===== src/rtl/csa_accum_sequencer_pkg.sv =====
// Shared constants, FSM state encoding and helpers for the carry-save accumulator.
package csa_accum_sequencer_pkg;

  localparam int DEF_WIDTH = 64;
  localparam int DEF_CHUNK = 16;
  localparam int DEF_CNT_W = 16;
  localparam int CHUNKS    = DEF_WIDTH / DEF_CHUNK;

  typedef enum logic [1:0] {
    IDLE    = 2'd0,
    ACCUM   = 2'd1,
    RESOLVE = 2'd2,
    DONE    = 2'd3
  } state_t;

  // Increment v, clamping at the all-ones value of a w-bit counter (w <= 31).
  function automatic logic [31:0] sat_inc(input logic [31:0] v, input int w);
    logic [31:0] max_v;
    max_v = (32'd1 << w) - 32'd1;
    return (v >= max_v) ? max_v : v + 32'd1;
  endfunction

endpackage


===== src/rtl/csa_accum_sequencer_csa_3to2_row.sv =====
// Combinational WIDTH-bit 3:2 carry-save compressor; the carry vector is
// pre-shifted left by one and the majority out of the MSB is dropped.
module csa_3to2_row #(
  parameter int WIDTH = 64
) (
  input  logic [WIDTH-1:0] a,
  input  logic [WIDTH-1:0] b,
  input  logic [WIDTH-1:0] c,
  output logic [WIDTH-1:0] sum,
  output logic [WIDTH-1:0] carry
);

  assign carry[0] = 1'b0;

  for (genvar gi = 0; gi < WIDTH; gi++) begin : g_sum
    assign sum[gi] = a[gi] ^ b[gi] ^ c[gi];
  end

  for (genvar gi = 0; gi < WIDTH - 1; gi++) begin : g_carry
    assign carry[gi+1] = (a[gi] & b[gi]) | (a[gi] & c[gi]) | (b[gi] & c[gi]);
  end

endmodule


===== src/rtl/csa_accum_sequencer.sv =====
// Streaming multi-operand accumulator: carry-save accumulation per beat, then a
// chunked ripple resolve of the redundant pair before presenting the result.
module csa_accum_sequencer
  import csa_accum_sequencer_pkg::*;
#(
  parameter int WIDTH = DEF_WIDTH,
  parameter int CHUNK = DEF_CHUNK,
  parameter int CNT_W = DEF_CNT_W
) (
  input  logic             clk,
  input  logic             reset,
  input  logic             in_valid,
  output logic             in_ready,
  input  logic [WIDTH-1:0] in_data,
  input  logic             in_last,
  output logic             out_valid,
  input  logic             out_ready,
  output logic [WIDTH-1:0] out_sum,
  output logic [CNT_W-1:0] out_count,
  output logic             busy
);

  localparam int NCHUNK = WIDTH / CHUNK;
  localparam int K_W    = (NCHUNK > 1) ? $clog2(NCHUNK) : 1;
  localparam logic [K_W-1:0] LAST_K = K_W'(NCHUNK - 1);

  state_t           state_reg, state_next;
  logic [WIDTH-1:0] s_reg, s_next;
  logic [WIDTH-1:0] c_reg, c_next;
  logic             carry_reg, carry_next;
  logic [K_W-1:0]   k_reg, k_next;
  logic [CNT_W-1:0] cnt_reg, cnt_next;

  logic [WIDTH-1:0] csa_sum;
  logic [WIDTH-1:0] csa_carry;
  logic [CHUNK-1:0] s_chunk [NCHUNK];
  logic [CHUNK-1:0] c_chunk [NCHUNK];
  logic [CHUNK:0]   chunk_sum;

  csa_3to2_row #(
    .WIDTH(WIDTH)
  ) u_csa (
    .a    (s_reg),
    .b    (c_reg),
    .c    (in_data),
    .sum  (csa_sum),
    .carry(csa_carry)
  );

  for (genvar gi = 0; gi < NCHUNK; gi++) begin : g_chunk_sel
    assign s_chunk[gi] = s_reg[gi*CHUNK +: CHUNK];
    assign c_chunk[gi] = c_reg[gi*CHUNK +: CHUNK];
  end

  // One CHUNK-wide ripple add per RESOLVE cycle; bit CHUNK feeds the next chunk.
  assign chunk_sum = {1'b0, s_chunk[k_reg]} + {1'b0, c_chunk[k_reg]}
                   + {{CHUNK{1'b0}}, carry_reg};

  // Each result chunk is only written during its own RESOLVE slot, so it holds
  // steady through DONE without further gating.
  for (genvar gi = 0; gi < NCHUNK; gi++) begin : g_result
    localparam logic [K_W-1:0] MY_K = K_W'(gi);
    logic [CHUNK-1:0] res_chunk_reg;

    always_ff @(posedge clk) begin
      if (reset) begin
        res_chunk_reg <= '0;
      end else if (state_reg == RESOLVE && k_reg == MY_K) begin
        res_chunk_reg <= chunk_sum[CHUNK-1:0];
      end
    end

    assign out_sum[gi*CHUNK +: CHUNK] = res_chunk_reg;
  end

  assign out_count = cnt_reg;

  always_ff @(posedge clk) begin
    if (reset) begin
      state_reg <= IDLE;
      s_reg     <= '0;
      c_reg     <= '0;
      carry_reg <= 1'b0;
      k_reg     <= '0;
      cnt_reg   <= '0;
    end else begin
      state_reg <= state_next;
      s_reg     <= s_next;
      c_reg     <= c_next;
      carry_reg <= carry_next;
      k_reg     <= k_next;
      cnt_reg   <= cnt_next;
    end
  end

  always_comb begin
    state_next = state_reg;
    s_next     = s_reg;
    c_next     = c_reg;
    carry_next = carry_reg;
    k_next     = k_reg;
    cnt_next   = cnt_reg;
    in_ready   = 1'b0;
    out_valid  = 1'b0;
    busy       = (state_reg != IDLE);

    case (state_reg)
      IDLE: begin
        in_ready = 1'b1;
        if (in_valid) begin
          s_next     = in_data;
          c_next     = '0;
          carry_next = 1'b0;
          k_next     = '0;
          cnt_next   = {{(CNT_W-1){1'b0}}, 1'b1};
          state_next = in_last ? RESOLVE : ACCUM;
        end
      end

      ACCUM: begin
        in_ready = 1'b1;
        if (in_valid) begin
          s_next   = csa_sum;
          c_next   = csa_carry;
          cnt_next = CNT_W'(sat_inc(32'(cnt_reg), CNT_W));
          if (in_last) begin
            carry_next = 1'b0;
            k_next     = '0;
            state_next = RESOLVE;
          end
        end
      end

      RESOLVE: begin
        carry_next = chunk_sum[CHUNK];
        k_next     = k_reg + 1'b1;
        if (k_reg == LAST_K) begin
          // Carry out of the top chunk is the mod-2^WIDTH overflow; discard it.
          carry_next = 1'b0;
          k_next     = '0;
          state_next = DONE;
        end
      end

      DONE: begin
        out_valid = 1'b1;
        if (out_ready) begin
          state_next = IDLE;
        end
      end

      default: begin
        state_next = IDLE;
      end
    endcase
  end

endmodule


===== config.mk =====
export PLATFORM = sky130hd
export DESIGN_NAME = csa_accum_sequencer
export DESIGN_NICKNAME = d
export VERILOG_FILES = /design/src/rtl/csa_accum_sequencer_pkg.sv /design/src/rtl/csa_accum_sequencer_csa_3to2_row.sv /design/src/rtl/csa_accum_sequencer.sv
export SDC_FILE = /design/constraint.sdc
export NUM_CORES = 1
export LEC_CHECK = 0
export CAP_MARGIN = 20
export CORE_MARGIN = 2
export CORE_UTILIZATION = 54
export CTS_CLUSTER_DIAMETER = 80
export DETAILED_ROUTE_END_ITERATION = 8
export GPL_ROUTABILITY_DRIVEN = 1
export PLACE_DENSITY = 0.79
export SYNTH_ARGS = -nofsm -noshare
export SYNTH_HDL_FRONTEND = slang
export SYNTH_HIERARCHICAL = 1
export SYNTH_SLANG_ARGS = --single-unit

===== constraint.sdc =====
create_clock -name clk -period 4.4 [get_ports clk]
set_clock_uncertainty 0.1 [all_clocks]
set_input_delay 0.88 -clock clk [delete_from_list [all_inputs] [get_ports clk]]
set_output_delay 0.88 -clock clk [all_outputs]
set_load 0.05 [all_outputs]

Word level (Yosys, flattened, before mapping):

Index checks and enable logic that the tools add are counted.

* bits in registers: 213
* bits in latches: 0
* output and inout bits: 83
* memories kept: 0
* logic and storage cells: 519
* bits in read-only memories: 0
* RAM bits: 0

* shifts and indexed selects: 0
* multiply operators: 0
* add/sub/neg operators: 4
* eq/ne operators: 11
* divide/modulo/power cells: 0
* bitwise logic cells: 444
* muxes and demuxes: 35
* reduce and logical (&&, ||, !) cells: 13
* order comparisons: 2

Operator list (number)
* $mux W64: 4
* $pmux W64 S2: 2
* $and A1 B1 Y1: 189
* $xor A1 B1 Y1: 128
* $or A1 B1 Y1: 126
* $mux W16: 7
* $bmux W16 S2: 2
* $pmux W16 S2: 1
* $mux W2: 10
* $add A16 B16 Y17: 1
* $add A17 B1 Y17: 1
* $add A16 B1 Y16 const B: 1
* $ge A16 B16 Y1 const B: 1
* $eq A2 B2 Y1 const B: 4
* $ne A2 B2 Y1 const B: 4
* $pmux W2 S4: 1
* $mux W1: 6
* $pmux W2 S3: 1
* $reduce_and A5 Y1: 1
* $eq A2 B1 Y1 const B: 2
* $logic_and A1 B1 Y1: 4
* $logic_not A2 Y1: 2
* $reduce_and A4 Y1: 1
* $reduce_bool A2 Y1: 2
* other kinds (8): 8

Logic depth before layout (Yosys ltp):

* depth after elaboration: 8
* gate-level depth with buffers: 12
* depth with buffers taken out: 11

Cells and area by module:

Netlist, hierarchy kept.

By module, submodules not included
* csa_accum_sequencer: times used 1, area an instance 10390.0 um^2, seq. area each 4264.1 um^2, cells each 1177
* csa_3to2_row: times used 1, area an instance 1296.2 um^2, seq. area each 0.0 um^2, cells each 66

Least setup slack after synthesis:

No wires, ideal clock.

* path type: register -> register
* from: register k_reg[0]
* to: register g_result[1].res_chunk_reg[14]
* period minus slack after synthesis: 3.655 ns
* buffers on the path: 2
* setup time: 0.137 ns
* data required time: 4.163 ns
* path slack: 0.745 ns
* cell stages (with the launch flop): 11
* data arrival time: 3.418 ns
* path through: dfxtp_1 clkbuf_1 buf_1 mux4_2 fa_1 a211o_1 a221o_1 a21oi_1 o21ai_0 xnor2_1 a211oi_1

* word-level cells in the longest chain between the ends: 6
* elaborated cells between the ends (all ways): 11
* classes of those cells: add/sub (2); eq/ne (1); mux (6); bitwise (1); reduce/logical (1)

RTL lines
* start: declaration: RTL line csa_accum_sequencer.sv:31 `logic [K_W-1:0] k_reg, k_next;`
* start signal: assignment: RTL line csa_accum_sequencer.sv:91 `k_reg <= k_next;`
* $not A2 Y3 (not written as such): RTL line csa_accum_sequencer.sv:56 `assign chunk_sum = {1'b0, s_chunk[k_reg]} + {1'b0, c_chunk[k_reg]}`
* $bmux W16 S2: RTL line csa_accum_sequencer.sv:56
* $mux W16 (not written as such) (2 in series): RTL line csa_accum_sequencer.sv:56
* $add A16 B16 Y17: RTL line csa_accum_sequencer.sv:56
* $add A17 B1 Y17: RTL line csa_accum_sequencer.sv:57 `+ {{CHUNK{1'b0}}, carry_reg};`
* end signal: assignment: RTL line csa_accum_sequencer.sv:69 `res_chunk_reg <= chunk_sum[CHUNK-1:0];`
* end: declaration: RTL line csa_accum_sequencer.sv:63 `logic [CHUNK-1:0] res_chunk_reg;`

Several ways; a longest one is shown, not always the timed one. The select of a mux whose other input is x is not followed.
A chain may end at the register's enable or synchronous reset.

Final worst setup path:

* from: register k_reg[0]
* to: register g_result[1].res_chunk_reg[13]

Same word-level chain as after synthesis.

==> impl_metrics.csv <==
group,metric,value,unit
outcome,status,"finished clean",
worst_setup_path,crit_fanout,23,
timing,min_period,3.83,ns
pwr,ir_drop,0.289,mV
route,first_pass_iters,5,
layout,nets,1488,
hold_path,worst_hold_path.endpoint,"g_result[1].res_chunk_reg[10]$_SDFFE_PP0P_",
route,ant_nets,0,
layout,multi_input_area,0.00698,mm²
logic_synthesis,async_flop_share,0,%
placed_design,port_buffers,151,
timing,tightest_slew,1.11,ns
global_route,track_usage,27.8,%
route,wl_met2,13700,µm
pwr,p_leak,4.89,nW
route,vias_per_cell,6.18,
route,drc,0,
layout,final_cells,1622,
timing,holdWs,0.352,ns
worst_setup_path,worstReg2RegStart,"k_reg[0]$_SDFFE_PP0P_",
worst_setup_path,r2r_setup_slack,0.57,ns
floorplanning,dieArea,0.0228,mm²
pwr,powerDensity,507,mW/mm²
layout,area_growth,20.7,%
run,maxCapViolCount,0,
floorplanning,start_util,55.2,%
clock_network,clk_latency,0.52,ns
clock_network,cts_buffer_depth,3,
logic_synthesis,netlist_area,0.0117,mm²
logic_synthesis,ys.flop_type,"dfxtp_1",
logic_synthesis,yosys.area.top_type_share,36.5,%
route,routed_wl,31200,µm
layout,final_cell_mix,"dfxtp_1 (212), clkdlybuf4s50_1 (149), nand2_1 (128)",
route,vias,10025,
worst_setup_path,rr_endpoint,"g_result[1].res_chunk_reg[13]$_SDFFE_PP0P_",
floorplanning,core,0.0212,mm²
hold_path,min-delay-start,"g_result[1].res_chunk_reg[10]$_SDFFE_PP0P_",
global_route,grt_pass1_vias,9496,
timing,layout_setup_ws,0.568,ns
global_route,grt_pass1_wl,50700,µm
route,dr.max_layer_used,"met4",
timing,tns,0,ns
timing,timing.fmax,261,MHz
worst_setup_path,start_kind,"register",
floorplanning,die_w,151,µm
logic_synthesis,syn_area_per_cell,9.40,µm²
logic_synthesis,synth_cells,1243,
global_route,grt_max_degree,129,
floorplanning,std_cell_rows,53,
floorplanning,die-height,151,µm
timing,slew-limit-headroom,26.0,%
timing,finalHoldViolCount,0,
clock_network,post_cts_buffers,0,
route,m1WireLength,14000,µm
logic_synthesis,synth_top_area_cell,"dfxtp_1",
worst_setup_path,end_kind,"register",
clock_network,cts.htree.levels,1,
route,wl_met3,2650,µm
logic_synthesis,synth_area_leaders,"dfxtp_1 (36%), fa_1 (11%), mux2i_1 (6.5%)",
placed_design,dp_hpwl,21300,µm
clock_network,hold_buffers,0,
logic_synthesis,synth_fp_nets,1403,
clock_network,cts_sinks,213,
placed_design,placed_area,0.0133,mm²
clock_network,cts_resized,0,
worst_setup_path,reg2reg_depth,9,
layout,fill_cells,1645,
placed_design,dp_slack,0.619,ns
route,wl_per_cell,19.2,µm
clock_network,cts_tree,"built",
logic_synthesis,yosys_warnings,6,
clock_network,cts_made_buffers,24,
hold_path,min_path_type,"reg -> reg",
floorplanning,ios,152,
worst_setup_path,critical_path_class,"reg -> reg",
logic_synthesis,synth-seq-cells,213,
layout,drive_gt1_share,7.21,%
clock_network,clk_pin_slew,0.06,ns
timing,rsz0062_at_grt,"false",
global_route,antenna_found_initial,0,
hold_path,hold_depth,2,
route,drt-initial-drc-count,944,
layout,layout_commonest_cell,"dfxtp_1",
placed_design,dp.cells,1577,
logic_synthesis,seq_area_frac_synth,36.5,%
layout,fin_area,0.0141,mm²
logic_synthesis,synth.distinct_cells,59,
clock_network,cts_root_buffer,"clkbuf_16",
layout,post-route-util,66.7,%
worst_setup_path,crit_arrival,4.13,ns
timing,min_period_over_period,87.1,%
worst_setup_path,required,4.70,ns
pwr,total_power,7.16,mW
placed_design,gp_congestion,0.912,
global_route,overflow,0,
layout,ff_latch_area,0.00427,mm²
timing,drv_slew,0,
logic_synthesis,synth_edf_count,0,
timing,finalSetupViolCount,0,
## worst max path at each step
stage,start,endpoint,depth (start not counted)
floorplan,k_reg[0]$_SDFFE_PP0P_,g_result[1].res_chunk_reg[14]$_SDFFE_PP0P_,10
global placement,k_reg[0]$_SDFFE_PP0P_,g_result[0].res_chunk_reg[14]$_SDFFE_PP0P_,11
detailed placement,k_reg[0]$_SDFFE_PP0P_,g_result[3].res_chunk_reg[12]$_SDFFE_PP0P_,10
CTS,k_reg[0]$_SDFFE_PP0P_,g_result[1].res_chunk_reg[13]$_SDFFE_PP0P_,9
global route,k_reg[0]$_SDFFE_PP0P_,g_result[2].res_chunk_reg[12]$_SDFFE_PP0P_,9
finish,k_reg[0]$_SDFFE_PP0P_,g_result[1].res_chunk_reg[13]$_SDFFE_PP0P_,9
## final cells by class
| cell class | count | area share (%) |
|---|---|---|
| Antenna cell | 1 | 0.0177 |
| Inverter | 15 | 0.399 |
| Multi-Input combinational cell | 911 | 49.5 |
| Clock inverter | 11 | 0.940 |
| Clock buffer | 33 | 4.93 |
| Sequential cell | 213 | 30.2 |
| Tap cell | 275 | 2.44 |
| Timing Repair Buffer | 163 | 11.6 |
## critical path, stage by stage, from the launching register on
cell       delay (ns)
dfxtp_2          0.61
buf_12           0.28
mux4_2           0.52
ha_1             0.39
a21o_1           0.19
a21oi_1          0.29
a2111oi_0        0.17
nor2_1           0.43
o21ai_0          0.32
o41ai_1          0.41
## cells by family after synthesis
logic type | Yosys count | synth area share (%)
buffers and inverters | 119 | 3.95
AO/OA/AOI/OAI | 291 | 16.0
flip-flops | 213 | 36.5
XOR/XNOR | 9 | 0.803
other | 1 | 0.0321
adder cells (fa/ha/maj) | 91 | 13.9
multiplexers | 108 | 12.7
AND/OR/NAND/NOR | 411 | 16.1
## power breakdown
| part | internal, mW | total, mW | leakage (nW) | switching (mW) |
|---|---|---|---|---|
| Sequential | 2.20 | 2.51 | 1.73 | 0.317 |
| Combinational | 0.986 | 2.56 | 2.74 | 1.57 |
| Clock | 1.28 | 2.09 | 0.411 | 0.806 |
## cells in the mapped netlist (3+ instances only)
library cell  number
o41ai_1            4
nor2_1           118
nor4_1             5
nand2b_1          10
o22ai_1            5
a21o_1             7
dfxtp_1          213
o31ai_1            3
xnor2_1            6
mux2i_1           76
o21bai_1           3
o21ai_0           30
o311ai_0           9
and2_1             5
o21a_1             8
and3_1             4
clkbuf_1          88
fa_1              65
nand2_1          129
nand4_1            8
a211oi_1          82
nor3_1            14
mux4_2            32
ha_1              26
buf_1             11
inv_1             15
buf_2              3
or2_2              3
nand3b_1          24
a21oi_1          109
nor2b_1            5
nand3_1           78
a2111o_1           4
a31oi_1           10
## metal layers
metal	up-vias	track usage [%]
met1	4815	42.1
met3	63	3.86
met4	0	7.76
met5	-	0
met2	497	41.8
li1	4650	-
Power figures use the tool's default switching activity.
